<file path="config.mk">
export PLATFORM = sky130hd
export DESIGN_NAME = uart_tx
export DESIGN_NICKNAME = d
export VERILOG_FILES = /design/src/rtl/uart_pkg.sv /design/src/rtl/uart_bit_timer.sv /design/src/rtl/uart_tx.sv
export SDC_FILE = /design/constraint.sdc
export NUM_CORES = 1
export LEC_CHECK = 0
export ABC_AREA = 1
export BUFFER_PORTS_ARGS = -buffer_cell sky130_fd_sc_hd__buf_2
export CAP_MARGIN = 10
export CORE_MARGIN = 4
export CORE_UTILIZATION = 50
export CTS_CLUSTER_SIZE = 30
export DETAILED_ROUTE_END_ITERATION = 8
export HOLD_SLACK_MARGIN = 0.08
export PLACE_DENSITY = 0.7
export SKIP_LAST_GASP = 1
export SLEW_MARGIN = 10
export SYNTH_ARGS = -nofsm -noshare
export SYNTH_HDL_FRONTEND = slang
export SYNTH_HIERARCHICAL = 1
export SYNTH_SLANG_ARGS = --single-unit
export TNS_END_PERCENT = 30
</file>
<file path="constraint.sdc">
create_clock -name clk -period 4.2 [get_ports clk]
set_input_delay 0 -clock clk [delete_from_list [all_inputs] [get_ports clk]]
set_output_delay 0 -clock clk [all_outputs]
set_load 0.01 [all_outputs]
</file>
<file path="src/rtl/uart_pkg.sv">
// Shared UART definitions: frame state encoding and line-level constants.
// Used by uart_tx now; the receiver will move onto it later.
package uart_pkg;

  localparam int   UART_DATA_BITS  = 8;
  localparam logic UART_IDLE_LEVEL = 1'b1;

  typedef enum logic [2:0] {
    IDLE   = 3'd0,
    START  = 3'd1,
    DATA   = 3'd2,
    PARITY = 3'd3,
    STOP   = 3'd4
  } uart_state_t;

  // Even parity: the extra bit makes the total count of ones even.
  function automatic logic uartEvenParity(input logic [UART_DATA_BITS-1:0] d);
    return ^d;
  endfunction

endpackage

</file>
<file path="src/rtl/uart_bit_timer.sv">
// Bit-period timer: a wrapping down-counter that pulses bit_end on the last
// clk cycle of every CLKS_PER_BIT-cycle bit slot while enabled.
module uart_bit_timer #(
  parameter int CLKS_PER_BIT = 8
) (
  input  logic clk,
  input  logic rst_n,
  input  logic clear,
  input  logic enable,
  output logic bit_end
);

  localparam int            CW   = (CLKS_PER_BIT > 1) ? $clog2(CLKS_PER_BIT) : 1;
  localparam logic [CW-1:0] LAST = CW'(CLKS_PER_BIT - 1);

  logic [CW-1:0] clkCnt;

  // A slot runs 0, LAST, LAST-1, ..., 1, so the count rests at 0 between slots.
  always_ff @(posedge clk or negedge rst_n) begin
    if (!rst_n) begin
      clkCnt <= '0;
    end else if (clear) begin
      clkCnt <= '0;
    end else if (enable) begin
      if (clkCnt == '0) begin
        clkCnt <= LAST;
      end else begin
        clkCnt <= clkCnt - 1'b1;
      end
    end
  end

  assign bit_end = enable && !clear && (clkCnt == CW'(1));

endmodule

</file>
<file path="src/rtl/uart_tx.sv">
// UART transmitter, 8N1, LSB first, idle-high line with start/busy/done handshake.
// Define UART_TX_PARITY_EN to insert an even-parity bit before the stop bit.
module uart_tx
  import uart_pkg::*;
#(
  parameter int CLKS_PER_BIT = 8,
  parameter int DATA_BITS    = UART_DATA_BITS
) (
  input  logic                 clk,
  input  logic                 rst_n,
  input  logic                 en,
  input  logic                 start,
  input  logic [DATA_BITS-1:0] data,
  output logic                 out,
  output logic                 busy,
  output logic                 done
);

  localparam logic [2:0] LAST_BIT = 3'(DATA_BITS - 1);

  uart_state_t          state;
  logic [DATA_BITS-1:0] shiftReg;
  logic [2:0]           bitIdx;
  logic                 bitEnd;
  logic                 timerClear;
  logic                 timerEnable;
`ifdef UART_TX_PARITY_EN
  logic                 parityBit;
`endif

  // The timer is held at zero whenever no frame is on the line, so every
  // frame starts with a full-length start bit.
  assign timerClear  = !en || (state == IDLE);
  assign timerEnable = (state != IDLE);

  uart_bit_timer #(
    .CLKS_PER_BIT(CLKS_PER_BIT)
  ) bitTimer (
    .clk     (clk),
    .rst_n   (rst_n),
    .clear   (timerClear),
    .enable  (timerEnable),
    .bit_end (bitEnd)
  );

  always_ff @(posedge clk or negedge rst_n) begin
    if (!rst_n) begin
      state    <= IDLE;
      out      <= UART_IDLE_LEVEL;
      busy     <= 1'b0;
      done     <= 1'b0;
      shiftReg <= '0;
      bitIdx   <= '0;
`ifdef UART_TX_PARITY_EN
      parityBit <= 1'b0;
`endif
    end else if (!en) begin
      state    <= IDLE;
      out      <= UART_IDLE_LEVEL;
      busy     <= 1'b0;
      done     <= 1'b0;
      shiftReg <= '0;
      bitIdx   <= '0;
`ifdef UART_TX_PARITY_EN
      parityBit <= 1'b0;
`endif
    end else begin
      done <= 1'b0;
      case (state)
        IDLE: begin
          out  <= UART_IDLE_LEVEL;
          busy <= 1'b0;
          if (start) begin
            shiftReg <= data;
            bitIdx   <= '0;
`ifdef UART_TX_PARITY_EN
            parityBit <= uartEvenParity(data);
`endif
            state    <= START;
            out      <= ~UART_IDLE_LEVEL;
            busy     <= 1'b1;
          end
        end

        START: begin
          if (bitEnd) begin
            state <= DATA;
            out   <= shiftReg[0];
          end
        end

        // Next bit is presented from shiftReg[1] in the same edge that shifts.
        DATA: begin
          if (bitEnd) begin
            shiftReg <= shiftReg >> 1;
            bitIdx   <= bitIdx + 3'd1;
            if (bitIdx == LAST_BIT) begin
`ifdef UART_TX_PARITY_EN
              state <= PARITY;
              out   <= parityBit;
`else
              state <= STOP;
              out   <= UART_IDLE_LEVEL;
`endif
            end else begin
              out <= shiftReg[1];
            end
          end
        end

`ifdef UART_TX_PARITY_EN
        PARITY: begin
          if (bitEnd) begin
            state <= STOP;
            out   <= UART_IDLE_LEVEL;
          end
        end
`endif

        STOP: begin
          if (bitEnd) begin
            state <= IDLE;
            out   <= UART_IDLE_LEVEL;
            busy  <= 1'b0;
            done  <= 1'b1;
          end
        end

        default: begin
          state    <= IDLE;
          out      <= UART_IDLE_LEVEL;
          busy     <= 1'b0;
          shiftReg <= '0;
          bitIdx   <= '0;
        end
      endcase
    end
  end

endmodule
</file>
# After elaboration in Yosys (flattened, before gate mapping)
# Cells that the tools add are included.
[totals]
register_bits = 20
latchBits = 0
mem_bits_rw = 0
rom_bits = 0
output_inout_bits = 3
wordCells = 68
n_memories = 0
[classes]
add_sub_neg = 2
n_mul = 0
div_mod_pow = 0
magnitude_cmp = 0
n_eq_ne = 12
shift = 0
mux = 32
bitwise_logic = 0
n_reduce_logical = 15
[ops]
columns = ["operator", "n"]
rows = [
  ["$mux W3", 12],
  ["$mux W8", 3],
  ["$pmux W8 S3", 1],
  ["$ne A3 B3 Y1 const B", 5],
  ["$mux W1", 12],
  ["$pmux W3 S4", 1],
  ["$pmux W3 S3", 1],
  ["$eq A3 B1 Y1 const B", 2],
  ["$eq A3 B3 Y1 const B", 2],
  ["$logic_not A3 Y1", 2],
  ["$reduce_and A3 Y1", 2],
  ["$reduce_and A5 Y1", 1],
  ["$ne A2 B2 Y1 const B", 2],
  ["$pmux W1 S4", 1],
  ["$reduce_or A2 Y1", 2],
  ["$add A3 B1 Y3 const B", 1],
  ["$eq A3 B2 Y1 const B", 1],
  ["$pmux W1 S3", 1],
  ["$reduce_bool A3 Y1", 1],
  ["$sub A3 B1 Y3 const B", 1],
  ["$logic_and A1 B1 Y1", 2],
  ["$logic_not A1 Y1", 2],
  ["$reduce_and A2 Y1", 1],
  ["$reduce_bool A2 Y1", 1],
  ["$logic_or A1 B1 Y1", 1],
]

# Logic depth before layout (Yosys ltp)
[depth]
word_depth = 8
depth_mapped = 14
mapped_depth_nobuf = 13

# By module
# The synthesis kept the hierarchy.
[by_module_without_submodules]
columns = ["module", "n_inst", "cells_per_inst", "area_each_um2"]
rows = [
  ["uart_tx", 1, 147, 1054.8],
  ["uart_bit_timer", 1, 31, 214.0],
]

# Worst setup path before layout
# Ideal clock, no wire load.
[synth_path]
kind = "register to register"
from = "reg state[0]"
to = "reg shiftReg[1]"
setup_time_ns = 0.117
t_arrival_ns = 1.628
path_slack_ns = 2.454
path_stages_with_launch = 15
path_buffers = 2
path_cell_list = "dfrtp_1 buf_2 nor2_4 nand2_2 nand2_1 nor2_2 nand2_1 nor2_1 inv_1 nand2_1 nor2_2 nand3b_2 buf_6 nand2_1 nand2_1"
[synth_lines]
columns = ["element", "line", "text"]
rows = [
  ["from (decl)", "uart_tx.sv:21", "uart_state_t state;"],
  ["from (signal assigned)", "uart_tx.sv:48", "state <= IDLE;"],
  ["from (signal assigned)", "uart_tx.sv:58", "state <= IDLE;"],
  ["from (signal assigned)", "uart_tx.sv:79", "state <= START;"],
  ["$reduce_bool A3 Y1", "uart_tx.sv:34", "assign timerEnable = (state != IDLE);"],
  ["net timerEnable", "uart_tx.sv:26", "logic timerEnable;"],
  ["$logic_and A1 B1 Y1 (2 in a row)", "uart_bit_timer.sv:33", "assign bit_end = enable && !clear && (clkCnt == CW'(1));"],
  ["net bitEnd", "uart_tx.sv:24", "logic bitEnd;"],
  ["$ne A3 B3 Y1 (no line)", "-", ""],
  ["$reduce_and A3 Y1 (no line)", "-", ""],
  ["to (signal assigned)", "uart_tx.sv:74", "shiftReg <= data;"],
  ["to (signal assigned)", "uart_tx.sv:95", "shiftReg <= shiftReg >> 1;"],
  ["to (decl)", "uart_tx.sv:22", "logic [DATA_BITS-1:0] shiftReg;"],
]
# The timed path passes the listed nets, and every way through them passes these cells.
# A chain may end at the register's enable or synchronous reset.

# Worst setup path after layout
[layout_path]
from = "reg state[2]"
to = "reg bitIdx[1]"
[layout_lines]
columns = ["element", "line", "text"]
rows = [
  ["$reduce_bool A3 Y1", "uart_tx.sv:34", ""],
  ["net timerEnable", "uart_tx.sv:26", ""],
  ["$logic_and A1 B1 Y1 (2 in a row)", "uart_bit_timer.sv:33", ""],
  ["net bitEnd", "uart_tx.sv:24", ""],
  ["$ne A3 B3 Y1 (no line)", "-", ""],
  ["$reduce_and A3 Y1 (no line)", "-", ""],
  ["to (signal assigned)", "uart_tx.sv:96", "bitIdx <= bitIdx + 3'd1;"],
  ["to (decl)", "uart_tx.sv:23", "logic [2:0] bitIdx;"],
]
# The timed path passes the listed nets, and every way through them passes these cells.

==> out/results.ini <==
[timing]
fin_crit_sh_pct = 51.8
max_slew_margin_pct = 69.9
worstMarginPinSlew_ps = 452
hold_viol = 0
rsz0062_at_grt = no
setup_viol = 0
final_max_slew_viol_count = 0
fin_skew_ps = 11.7
whs_ps = 98.1
finalSetupTns_ps = 0
clock.fmax_ghz = 0.460
fin_crit_ps = 2180

[pwr]
p_per_area_nw_per_um2 = 593
power_frac_clock_pct = 13.3
combPwrFrac_pct = 47.6
internal_power_uw = 452
p_leak_uw = 0.000802
p_total_uw = 853
netSwitchingPower_uw = 401
power_frac_seq_pct = 39.1
switching_share_pct = 47.0
vdd.ir_drop.worst_v = 0.000396

[floorplanning]
ioPinCount = 15
die_x_um = 58.4
fp.dieH_um = 58.4
start_util_pct = 54.7
core_sq_um = 2320
die_area_sq_um = 3410
num_rows = 17

[setup_path]
rr_endpoint = bitIdx[1]
cp_slowest_cell = dfrtp_1
cp_cell_sequence = inv_2 -> nand2_2 -> nand2_1 -> nor2_2 -> nand2_1 -> nor2_1 -> inv_1 -> nand2_1 -> nor2_2 -> nor2_2 -> nand3_1 -> nand2_1
setup.worst_path.start = state[2]
reg2reg_from = state[2]
cp.arrival_ps = 2420
worstSetupEndpointType = flip-flop
cp.required_ps = 4450
cpPeakStageDelay_ps = 520
r2r_slack_ps = 2020
worstSetupPathType = flip-flop to flip-flop
path_max_fanout = 12
startpoint_type = flip-flop
r2r_cells = 12
crit_end = bitIdx[1]
crit_path_frequent_cell = nand2_1

[route]
vias = 1214
drt_pass1_iterations = 6
wire_per_inst_um = 12.1
first_iter_violations = 26
totalWireLength_um = 2720
ant_nets = 0
vias_per_cell = 5.42
drc = 0

[logic_synthesis]
ys_warn_count = 6
synthArstFlopShare_pct = 100
synth_cell_types = 23
synthFlopType = dfrtp_1
syn_area_sq_um = 1270
syn_area_per_cell_sq_um = 7.13
yosysMostFrequentCell = nand2_1
synth_top_area_share_pct = 37.5
syn-instance-count = 178
synth_edf_count = 0
yosys.area.top_type = dfrtp_1
yosys-top-cells-area = dfrtp_1, nand2_1, nand3_1
synth-seq-cells = 20
synth_common_cells = nand2_1, nand3_1, dfrtp_1, inv_1, nor2_1
yosysSeqAreaShare_pct = 39.5
syn-num-nets = 195

[final_layout]
n_antenna_cell = 0
final-seq-area_sq_um = 502
area_delta_synth_final_pct = 13.4
finalNetCount = 214
drive_gt1_share_pct = 15.8
fin_area_sq_um = 1440
utilization_pct = 62.1
num-fill-cells = 222
multi_input_area_sq_um = 627

[status]
status = finished clean

[place]
gp_congestion = 0.882
place_area_sq_um = 1310
dp_hpwl_um = 1980
io_buffers = 14

[clock_network]
clock_tree.buffer_depth = 2
ctsHoldBuffers = 9
cts_buffers = 3
cts_setup_buffers = 0
clk_latency_ps = 310
clkTransAtPathRegs_ps = 120
cts_num_sinks = 20
cts_tree = done
cts_max_level = 1
cts-resized-gates = 0
cts_root_buffer = clkbuf_4

[grt]
grt_pass1_wl_um = 4800
grt-ovfl-total = 0
grtUsageTotal_pct = 17.8
grt_max_degree = 21
antenna_found_initial = 0
grt_pass1_vias = 1081

[hold_path]
hp-class = input port to flip-flop
holdCritStartpoint = en

[job]
maxCapViolCount = 0

-- worst min-delay path by stage --
stage | end | slack, ps | cells after the start
after floorplan | bitIdx[0] | -300 | 0
after global placement | bitTimer/clkCnt[1] | -30 | 1
after detailed placement | bitTimer/clkCnt[1] | -30 | 1
after CTS | done | 80 | 3
after global routing | done | 110 | 3
final | done | 100 | 3
-- kinds of logic after synthesis --
family / synth area share (%)
and+or+nand+nor: 40.5
buffers and inverters: 11.0
AOI/OAI and AO/OA: 3.94
adders and majority gates: 4.93
DFF: 39.5
-- per-stage QoR --
step / std cells / setup WS [ps]
after floorplan: 178 / 2450
after global placement: 211 / 2190
after detailed placement: 211 / 2090
after CTS: 224 / 2060
after global routing: 224 / 1770
final: 224 / 2020
-- power by group through the flow --
stage / Combinational (uW) / Sequential (uW) / Clock, uW
after CTS: 406 / 331 / 118
after global placement: 385 / 332 / 0
after global routing: 472 / 345 / 125
after floorplan: 369 / 307 / 0
final: 406 / 334 / 114
after detailed placement: 399 / 334 / 0
-- metal layers --
layer / global-route usage [%] / wire (um)
met1: 25.1 / 1250
met4: 3.97 / 55
met5: 0 / 0
met3: 4.61 / 161
met2: 27.6 / 1250
-- critical path: cells and delay by family (launching register included) --
| kind | cells | cell delay [ps] |
|---|---|---|
| buffers and inverters | 2 | 240 |
| DFF | 1 | 520 |
| and+or+nand+nor | 10 | 1360 |
-- cell type report --
| cell class | instances | area share (%) |
|---|---|---|
| multi-input cells | 128 | 43.6 |
| flip-flops and latches | 20 | 34.9 |
| repair buffers | 23 | 11.1 |
| inverters | 21 | 5.48 |
| clock buffers | 4 | 2.52 |
| well taps | 28 | 2.43 |
-- state kept, by name (all words and copies together), names as in the netlist --
name,flops
busy,1
bitIdx,3
bitTimer/clkCnt,3
done,1
state,3
shiftReg,8
out,1
-- placed cells by master (no fill, tap or decap), drive strengths merged --
cell	n
buf	14
ha	5
dfstp	1
dlygate4sd3	9
nand3b	2
nand3	23
nor2	16
o21ai	8
nand4	9
dfrtp	19
clkbuf	4
a21oi	2
inv	21
nand2	63
(Power assumes the default switching activity.)
